==> src/rtl/chip_data_pkg.sv <==
// chip_data_pkg: shared geometry and FSM state type for the chip bit-plane store sequencer.
package chip_data_pkg;
    localparam int BLK      = 100;
    localparam int NCHIP    = 4;
    localparam int NBANK    = 2;
    localparam int WR_TOTAL = NCHIP * NBANK * BLK;
    localparam int RD_TOTAL = NBANK * BLK;
    localparam int WR_AW    = 10;
    localparam int RD_AW    = 9;
    typedef enum logic [1:0] {IDLE, LOAD, READ, DRAIN} seq_state_t;
endpackage

==> src/rtl/out_fifo2.sv <==
// out_fifo2: 2-entry, 4-bit FIFO with head at e0; flush empties it in one cycle.
module out_fifo2 (
    input  logic       clk,
    input  logic       rst,
    input  logic       flush,
    input  logic       push,
    input  logic       pop,
    input  logic [3:0] din,
    output logic [3:0] dout,
    output logic [1:0] occ
);
    logic [3:0] e0_q, e0_d, e1_q, e1_d;
    logic [1:0] occ_q, occ_d, occ_p;
    logic       do_pop;
    always_comb begin
        do_pop = pop && occ_q != 2'd0;
        occ_p  = occ_q - {1'b0, do_pop};
        e0_d   = do_pop ? e1_q : e0_q;
        e1_d   = e1_q;
        if (push && occ_p == 2'd0) e0_d = din;
        if (push && occ_p == 2'd1) e1_d = din;
        occ_d  = flush ? 2'd0 : occ_p + {1'b0, push && occ_p != 2'd2};
    end
    always_ff @(posedge clk or posedge rst) begin
        if (rst) begin
            e0_q  <= '0;
            e1_q  <= '0;
            occ_q <= '0;
        end else begin
            e0_q  <= e0_d;
            e1_q  <= e1_d;
            occ_q <= occ_d;
        end
    end
    assign dout = e0_q;
    assign occ  = occ_q;
endmodule

==> src/rtl/chip_data_seq.sv <==
// chip_data_seq: loads 2-bit samples into the 4-chip bit-plane store, then streams 4-bit words out
// through a credit-controlled 2-entry buffer.
module chip_data_seq
    import chip_data_pkg::*;
(
    input  logic             clk,
    input  logic             rst,
    input  logic             start,
    input  logic             abort,
    input  logic             in_valid,
    input  logic [1:0]       in_data,
    output logic             in_ready,
    output logic [WR_AW-1:0] st_wraddr,
    output logic [1:0]       st_data,
    output logic             st_wren,
    output logic             st_rden,
    output logic [RD_AW-1:0] st_rdaddr,
    input  logic [3:0]       st_q,
    output logic             out_valid,
    output logic [3:0]       out_data,
    input  logic             out_ready,
    output logic             busy,
    output logic             done
);
    localparam logic [WR_AW-1:0] WR_LAST = WR_AW'(WR_TOTAL - 1);
    localparam logic [RD_AW-1:0] RD_LAST = RD_AW'(RD_TOTAL - 1);
    seq_state_t       state_q, state_d;
    logic [WR_AW-1:0] wcnt_q, wcnt_d;
    logic [RD_AW-1:0] rcnt_q, rcnt_d;
    logic             inflight_q, inflight_d, in_ready_q, in_ready_d, busy_q, busy_d;
    logic [1:0]       occ;
    logic             pop;
    // A same-cycle pop frees a slot, which is what sustains one word per clock.
    always_comb begin
        pop        = out_valid && out_ready;
        st_wren    = state_q == LOAD && in_valid && !abort;
        st_rden    = state_q == READ && !abort &&
                     ({1'b0, occ} + {2'b0, inflight_q} < 3'd2 + {2'b0, pop});
        done       = state_q == DRAIN && !abort && !inflight_q && occ == 2'd1 && pop;
        inflight_d = st_rden;
        state_d    = state_q;
        wcnt_d     = wcnt_q;
        rcnt_d     = rcnt_q;
        if (abort) begin
            state_d = IDLE;
            wcnt_d  = '0;
            rcnt_d  = '0;
        end else if (state_q == IDLE && start) begin
            state_d = LOAD;
            wcnt_d  = '0;
        end else if (st_wren) begin
            wcnt_d  = wcnt_q == WR_LAST ? wcnt_q : wcnt_q + WR_AW'(1);
            state_d = wcnt_q == WR_LAST ? READ : LOAD;
            rcnt_d  = '0;
        end else if (st_rden) begin
            rcnt_d  = rcnt_q == RD_LAST ? rcnt_q : rcnt_q + RD_AW'(1);
            state_d = rcnt_q == RD_LAST ? DRAIN : READ;
        end else if (done) begin
            state_d = IDLE;
        end
        in_ready_d = state_d == LOAD;
        busy_d     = state_d != IDLE;
    end
    always_ff @(posedge clk or posedge rst) begin
        if (rst) begin
            state_q    <= IDLE;
            wcnt_q     <= '0;
            rcnt_q     <= '0;
            inflight_q <= 1'b0;
            in_ready_q <= 1'b0;
            busy_q     <= 1'b0;
        end else begin
            state_q    <= state_d;
            wcnt_q     <= wcnt_d;
            rcnt_q     <= rcnt_d;
            inflight_q <= inflight_d;
            in_ready_q <= in_ready_d;
            busy_q     <= busy_d;
        end
    end
    out_fifo2 u_fifo (
        .clk   (clk),
        .rst   (rst),
        .flush (abort),
        .push  (inflight_q),
        .pop   (pop),
        .din   (st_q),
        .dout  (out_data),
        .occ   (occ)
    );
    assign out_valid = occ != 2'd0;
    assign in_ready  = in_ready_q;
    assign busy      = busy_q;
    assign st_wraddr = wcnt_q;
    assign st_rdaddr = rcnt_q;
    assign st_data   = in_data;
endmodule

==> config.mk <==
export PLATFORM = sky130hd
export DESIGN_NAME = chip_data_seq
export DESIGN_NICKNAME = d
export VERILOG_FILES = /design/src/rtl/chip_data_pkg.sv /design/src/rtl/out_fifo2.sv /design/src/rtl/chip_data_seq.sv
export SDC_FILE = /design/constraint.sdc
export NUM_CORES = 1
export LEC_CHECK = 0
export ABC_AREA = 1
export BUFFER_PORTS_ARGS = -buffer_cell sky130_fd_sc_hd__buf_2
export CAP_MARGIN = 20
export CORE_MARGIN = 2
export CORE_UTILIZATION = 53
export DETAILED_ROUTE_END_ITERATION = 10
export PLACE_DENSITY = 0.86
export RECOVER_POWER = 25
export SLEW_MARGIN = 25
export SYNTH_ARGS = -nofsm -noshare
export SYNTH_HDL_FRONTEND = slang
export SYNTH_SLANG_ARGS = --single-unit
==> constraint.sdc <==
create_clock -name clk -period 2.06 [get_ports clk]
set_clock_uncertainty 0.15 [all_clocks]
set_input_delay 0.412 -clock clk [delete_from_list [all_inputs] [get_ports clk]]
set_output_delay 0.412 -clock clk [all_outputs]
set_load 0.03 [all_outputs]
After elaboration in Yosys (flattened, before gate mapping). Index checks and enable logic that the tools add are counted.

Add/subtract/negate cells: 6. Magnitude comparators: 1. Equal/unequal tests: 12. Multiplexer cells: 19. Reduce and logical (&&, ||, !) cells: 25.

Operators by type and width (count): 9-bit two-way mux (5); 10-bit two-way mux (4); 1-bit logical AND (14); 2-bit two-way mux (7); 10-bit by 1-bit adder with 10-bit output (second input constant) (1); 10-bit == test (second input constant) (1); 9-bit by 1-bit adder with 9-bit output (second input constant) (1); 9-bit by 8-bit == test with 1-bit output (second input constant) (1); 2-bit by 1-bit == test with 1-bit output (second input constant) (4); 4-bit two-way mux (2); 3-bit inequality test (second input constant) (2); 2-bit nonzero test (3); 3-bit nonzero test (2); 2-bit == test (second input constant) (2); 2-bit zero test (2); 2-bit inequality test (second input constant) (2); 2-bit by 1-bit adder with 3-bit output (1); 2-bit by 1-bit adder with 3-bit output (first input constant) (1); 3-bit < comparator (1); 3-bit AND reduction (1); 2-bit by 1-bit adder with 2-bit output (1); 1-bit zero test (2); 2-bit AND reduction (1); 2-bit by 1-bit subtractor with 2-bit output (1); 1-bit two-way mux (1).

Register bits after elaboration: 34. Bits of input ports: 12. Output and inout bits: 31. Logic and storage cells: 72.

Depth between registers and ports, before layout.
Word-level depth: 11. Depth in mapped cells: 10. Mapped depth without buffers: 10.

Cells and area by module. From an unflattened synthesis, not the netlist that was laid out.

Cell total of the unflattened synthesis: 272. Area, all modules: 2082.0 µm².

Modules (own cells, without submodules): chip_data_seq (instances 1, cells each 202, area an instance 1512.7 µm², sequential area each 600.6 µm²); out_fifo2 (instances 1, cells each 70, area an instance 569.3 µm², sequential area each 250.2 µm²).

Worst setup path before layout. OpenSTA, ideal clock, no wires.

Path type: register -> register. Start: register u_fifo.occ_q[0], in the netlist u_fifo.occ[0]. End: register u_fifo.e0_q[0], in the netlist u_fifo.dout[0]. Library setup time: 131 ps. Data arrival time: 1823 ps. Data required time: 1779 ps. Path slack: -44 ps. Stages on the path, launching flop included: 11. Buffers on the path: 1. Period minus slack after synthesis: 2104 ps. Cell sequence: dfrtp_1 inv_1 nand2_1 nand2_1 inv_1 ha_1 xnor2_1 nand3_1 buf_2 nand3_1 o211ai_1.

Longest elaborated chain between the ends: 7. Elaborated cells on any way between the ends: 8. Classes of those cells: add/sub: 1; mux: 1; reduce/logical: 6.

Ends and longest elaborated chain: start: declaration (RTL line out_fifo2.sv:13) `logic [1:0] occ_q, occ_d, occ_p;`; start signal: assignment (RTL line out_fifo2.sv:28) `occ_q <= '0;`; start signal: assignment (RTL line out_fifo2.sv:32) `occ_q <= occ_d;`; 2-bit nonzero test (*) (RTL line chip_data_seq.sv:91) `assign out_valid = occ != 2'd0;`; named net out_valid (RTL line chip_data_seq.sv:19) `output logic out_valid,`; 1-bit logical AND (RTL line chip_data_seq.sv:35) `pop = out_valid && out_ready;`; 1-bit logical AND (*) (RTL line out_fifo2.sv:16) `do_pop = pop && occ_q != 2'd0;`; 2-bit by 1-bit subtractor with 2-bit output (RTL line out_fifo2.sv:17) `occ_p = occ_q - {1'b0, do_pop};`; 2-bit zero test (RTL line out_fifo2.sv:20) `if (push && occ_p == 2'd0) e0_d = din;`; 1-bit logical AND (RTL line out_fifo2.sv:20); 4-bit two-way mux / 2-bit nonzero test (equally long branches); end signal: assignment (RTL line out_fifo2.sv:26) `e0_q <= '0;`; end signal: assignment (RTL line out_fifo2.sv:30) `e0_q <= e0_d;`; end: declaration (RTL line out_fifo2.sv:12) `logic [3:0] e0_q, e0_d, e1_q, e1_d;`.

Mark *: on every way through the listed nets, which the timed path passes. The rest lies on a longest branch. A chain may end at the register's enable or synchronous reset.

Final worst setup path.
Start: register inflight_q. End: output st_rden.

Longest elaborated chain between the ends: 3.

Ends and longest elaborated chain: start: declaration (RTL line chip_data_seq.sv:30) `logic inflight_q, inflight_d, in_ready_q, in_ready_d, busy_q, busy_d;`; start signal: assignment (RTL line chip_data_seq.sv:76) `inflight_q <= inflight_d;`; 2-bit by 1-bit adder with 3-bit output (RTL line chip_data_seq.sv:38) `({1'b0, occ} + {2'b0, inflight_q} < 3'd2 + {2'b0, pop});`; 3-bit < comparator (RTL line chip_data_seq.sv:38); 1-bit logical AND (RTL line chip_data_seq.sv:37) `st_rden = state_q == READ && !abort &&`; end: declaration (RTL line chip_data_seq.sv:16) `output logic st_rden,`.

Every way passes these cells.

==> reports/qor.yml <==
pwr:
  fin_total_pwr_w: 0.00180
  cellLeakagePower_nw: 1.16
  irDropWorstVdd_mv: 0.502
  powerDensity_nw_per_um2: 773
grt:
  grt_use_total_pct: 23.8
  antenna_found_initial: 0
  first_global_vias: 1752
  grt_max_degree: 35
  overflow: 0
  grt_pass1_wl_um: 7560
clocking:
  htreeDepth: 2
  root_buffer: "clkbuf_4"
  cts.path.max_buffers: 2
  cts_num_sinks: 34
  cts_tree: "built"
  cts_made_buffers: 5
  clock_latency_ns: 0.35
  cts.clk_slew.worst_paths_ns: 0.11
floorplan:
  num_rows: 21
  core_um2: 3360
  die_area_um2: 4030
  io_pins: 43
  initial_utilization_pct: 55.8
  die_h_um: 63.5
  die_w_um: 63.5
worst_setup_path:
  setup.worst_path.start_class: "register"
  crit_buf_inv: 2
  path_delay_family: "flip-flops"
  slowest_stage: "dfrtp_1"
  path_class: "reg2out"
  cp_slowest_stage_delay_ns: 0.44
  reg2reg_to: "u_fifo.dout[3]$_DFFE_PP0P_"
  cp_cell_sequence: "ha_4 -> ha_4 -> nor3_4 -> nand2_2 -> inv_2 -> buf_6"
  r2r_slack_ns: 0.04
  reg2regPathDepth: 11
  crit_fanout: 2
  r2r_start: "u_fifo.occ[0]$_DFF_PP0_"
  crit_top_cell: "ha_4"
  critPathArrivalTime_ns: 1.55
  crit_required_ns: 1.50
  cp-end-kind: "output pin"
routing:
  postRouteAntennaNets: 0
  dr.first_iter.drc_count: 165
  vias: 1850
  vias_per_cell: 5.35
  drc: 0
  dr.pass1.iters: 4
  wl_um: 4570
  avgRoutedWirePerCell_um: 13.2
finish:
  antenna_cells: 0
  seq_area_um2: 852
  multiInputGateArea_um2: 908
  drive_gt1_share_pct: 28.7
  nFillCells: 287
  syn_to_final_growth_pct: 24.5
  final_nets: 316
  fin_util_pct: 69.4
sta:
  min_period_ns: 2.11
  rsz0062_at_grt: "true"
  setup_ws_ns: -0.0496
  setup_violations: 1
  worstMarginPinSlew_ns: 0.841
  final_max_slew_viol_count: 0
  fmax_mhz: 474
  maxSlewHeadroom_pct: 43.9
  hold_violations: 0
  fin_crit_sh_pct: 102
synth:
  synth_area_leaders: "dfrtp_1 45%, nand2_1 10%, inv_1 6.8%, nand3_1 6.7%, nor2_1 5.8%"
  synth_common_cells: "51 x nand2_1, 34 x dfrtp_1, 34 x inv_1"
  synthArstFlopShare_pct: 100
  avgSynthCellArea_um2: 7.69
  synth.largest_area_cell: "dfrtp_1"
  synth.most_common_cell: "nand2_1"
  synth_edf_count: 0
  synthFlopType: "dfrtp_1"
  yosysSeqAreaShare_pct: 45.4
  ys_seq_elements: 34
  synthesis.area_um2: 1880
  synth_top_cell_area_share_pct: 45.4
  syn_inst: 244
  ys_warn_count: 0
  synthDistinctLibCells: 25
  syn-num-nets: 261
status:
  status: "complete, but fails checks"
  failed_checks: "setup timing"
placement:
  io_buffers: 38
  place_hpwl_um: 3010
  gp_routability_congestion: 0.883
run:
  maxCapViolations: 0
hold_path:
  holdPathStages: 3
  min_from: "st_q[0]"
  hold_end: "u_fifo.e1_q[0]$_DFFE_PP0P_"
  min_path_type: "in2reg"
## sequential cells by signal, summed over array words and instances, names as in the netlist
name,cells
st_rdaddr,9
inflight_q,1
u_fifo.e1_q,4
in_ready,1
state_q,2
st_wraddr,10
u_fifo.occ,2
u_fifo.dout,4
busy,1
## cell usage in the layout, fill, tap and decap left out, drive strengths merged, types with 10 or more instances in the layout
cell type	netlist	final
nand2	53	53
buf	5	49
inv	36	36
dfrtp	34	34
nor2	33	33
nand3	26	26
o21ai	20	20
a21oi	11	11
clkbuf	0	10
## power by group
| group | internal, W | switching (W) |
|---|---|---|
| clock network | 0.000165 | 0.000227 |
| registers | 0.000750 | 0.0000649 |
| logic | 0.000224 | 0.000373 |
| total | 0.00114 | 0.000665 |
## worst max path at each step
stage | end | cells after the start | startpoint
2_1_floorplan | u_fifo.dout[0]$_DFFE_PP0P_ | 10 | u_fifo.occ[0]$_DFF_PP0_
3_5_place_dp | st_rden | 6 | inflight_q$_DFF_PP0_
5_1_grt | st_rden | 6 | inflight_q$_DFF_PP0_
3_3_place_gp | st_rden | 6 | inflight_q$_DFF_PP0_
4_1_cts | st_rden | 6 | inflight_q$_DFF_PP0_
6_report | st_rden | 6 | inflight_q$_DFF_PP0_
## tightest hold or removal path, stage by stage
cell and delay (ns):
buf_2 0.09, inv_1 0.06, o21ai_0 0.08
## what timing repair did
action,4_1_cts,5_1_grt
hold endpoints to repair,27,0
gates resized for setup,7,15
gates cloned,0,1
buffers inserted,4,3
pin swaps,4,2
endpoints found under the setup margin,2,16
hold buffers,1,0
## layout make-up
| type | count | area share (%) |
|---|---|---|
| sequential | 34 | 36.5 |
| inverter | 36 | 5.79 |
| clock inverter | 1 | 0.214 |
| multi-input combinational | 169 | 38.9 |
| clock buffer | 7 | 2.36 |
| timing repair buffer | 53 | 13.8 |
| tap | 46 | 2.47 |
## layer usage
layer	routed length, um	share of wire [%]	GRT usage (%)
met1	1910	42	28.6
met2	2320	51	41.1
met3	269	5.9	5.00
met4	74	1.6	10.1
met5	0	0	0
## cell families (layout without fill, tap and decap cells)
family                   after synthesis  in the layout  share of synthesized area, %
AND/OR/NAND/NOR                      123            123                          29.5
buffers and inverters                 41             97                          9.27
AO/OA/AOI/OAI                         36             36                          10.2
flip-flops                            34             34                          45.4
adder cells (fa/ha/maj)                5              5                          3.34
XOR/XNOR                               5              5                          2.34
## stage by stage
step | hold slack, ns | setup TNS (ns) | instance area [um2] | cells | setup slack (ns)
after CTS | 0.166 | -0.0494 | 2260 | 342 | -0.0494
final | 0.177 | -0.0496 | 2330 | 346 | -0.0496
after floorplan | 0.304 | 0 | 1880 | 244 | 0.0671
after global placement | 0.321 | 0 | 2130 | 329 | 0.136
after detailed placement | 0.332 | 0 | 2130 | 329 | 0.0897
after global routing | 0.182 | -0.388 | 2330 | 346 | -0.129
No activity file was read; power rests on OpenSTA's default activity.
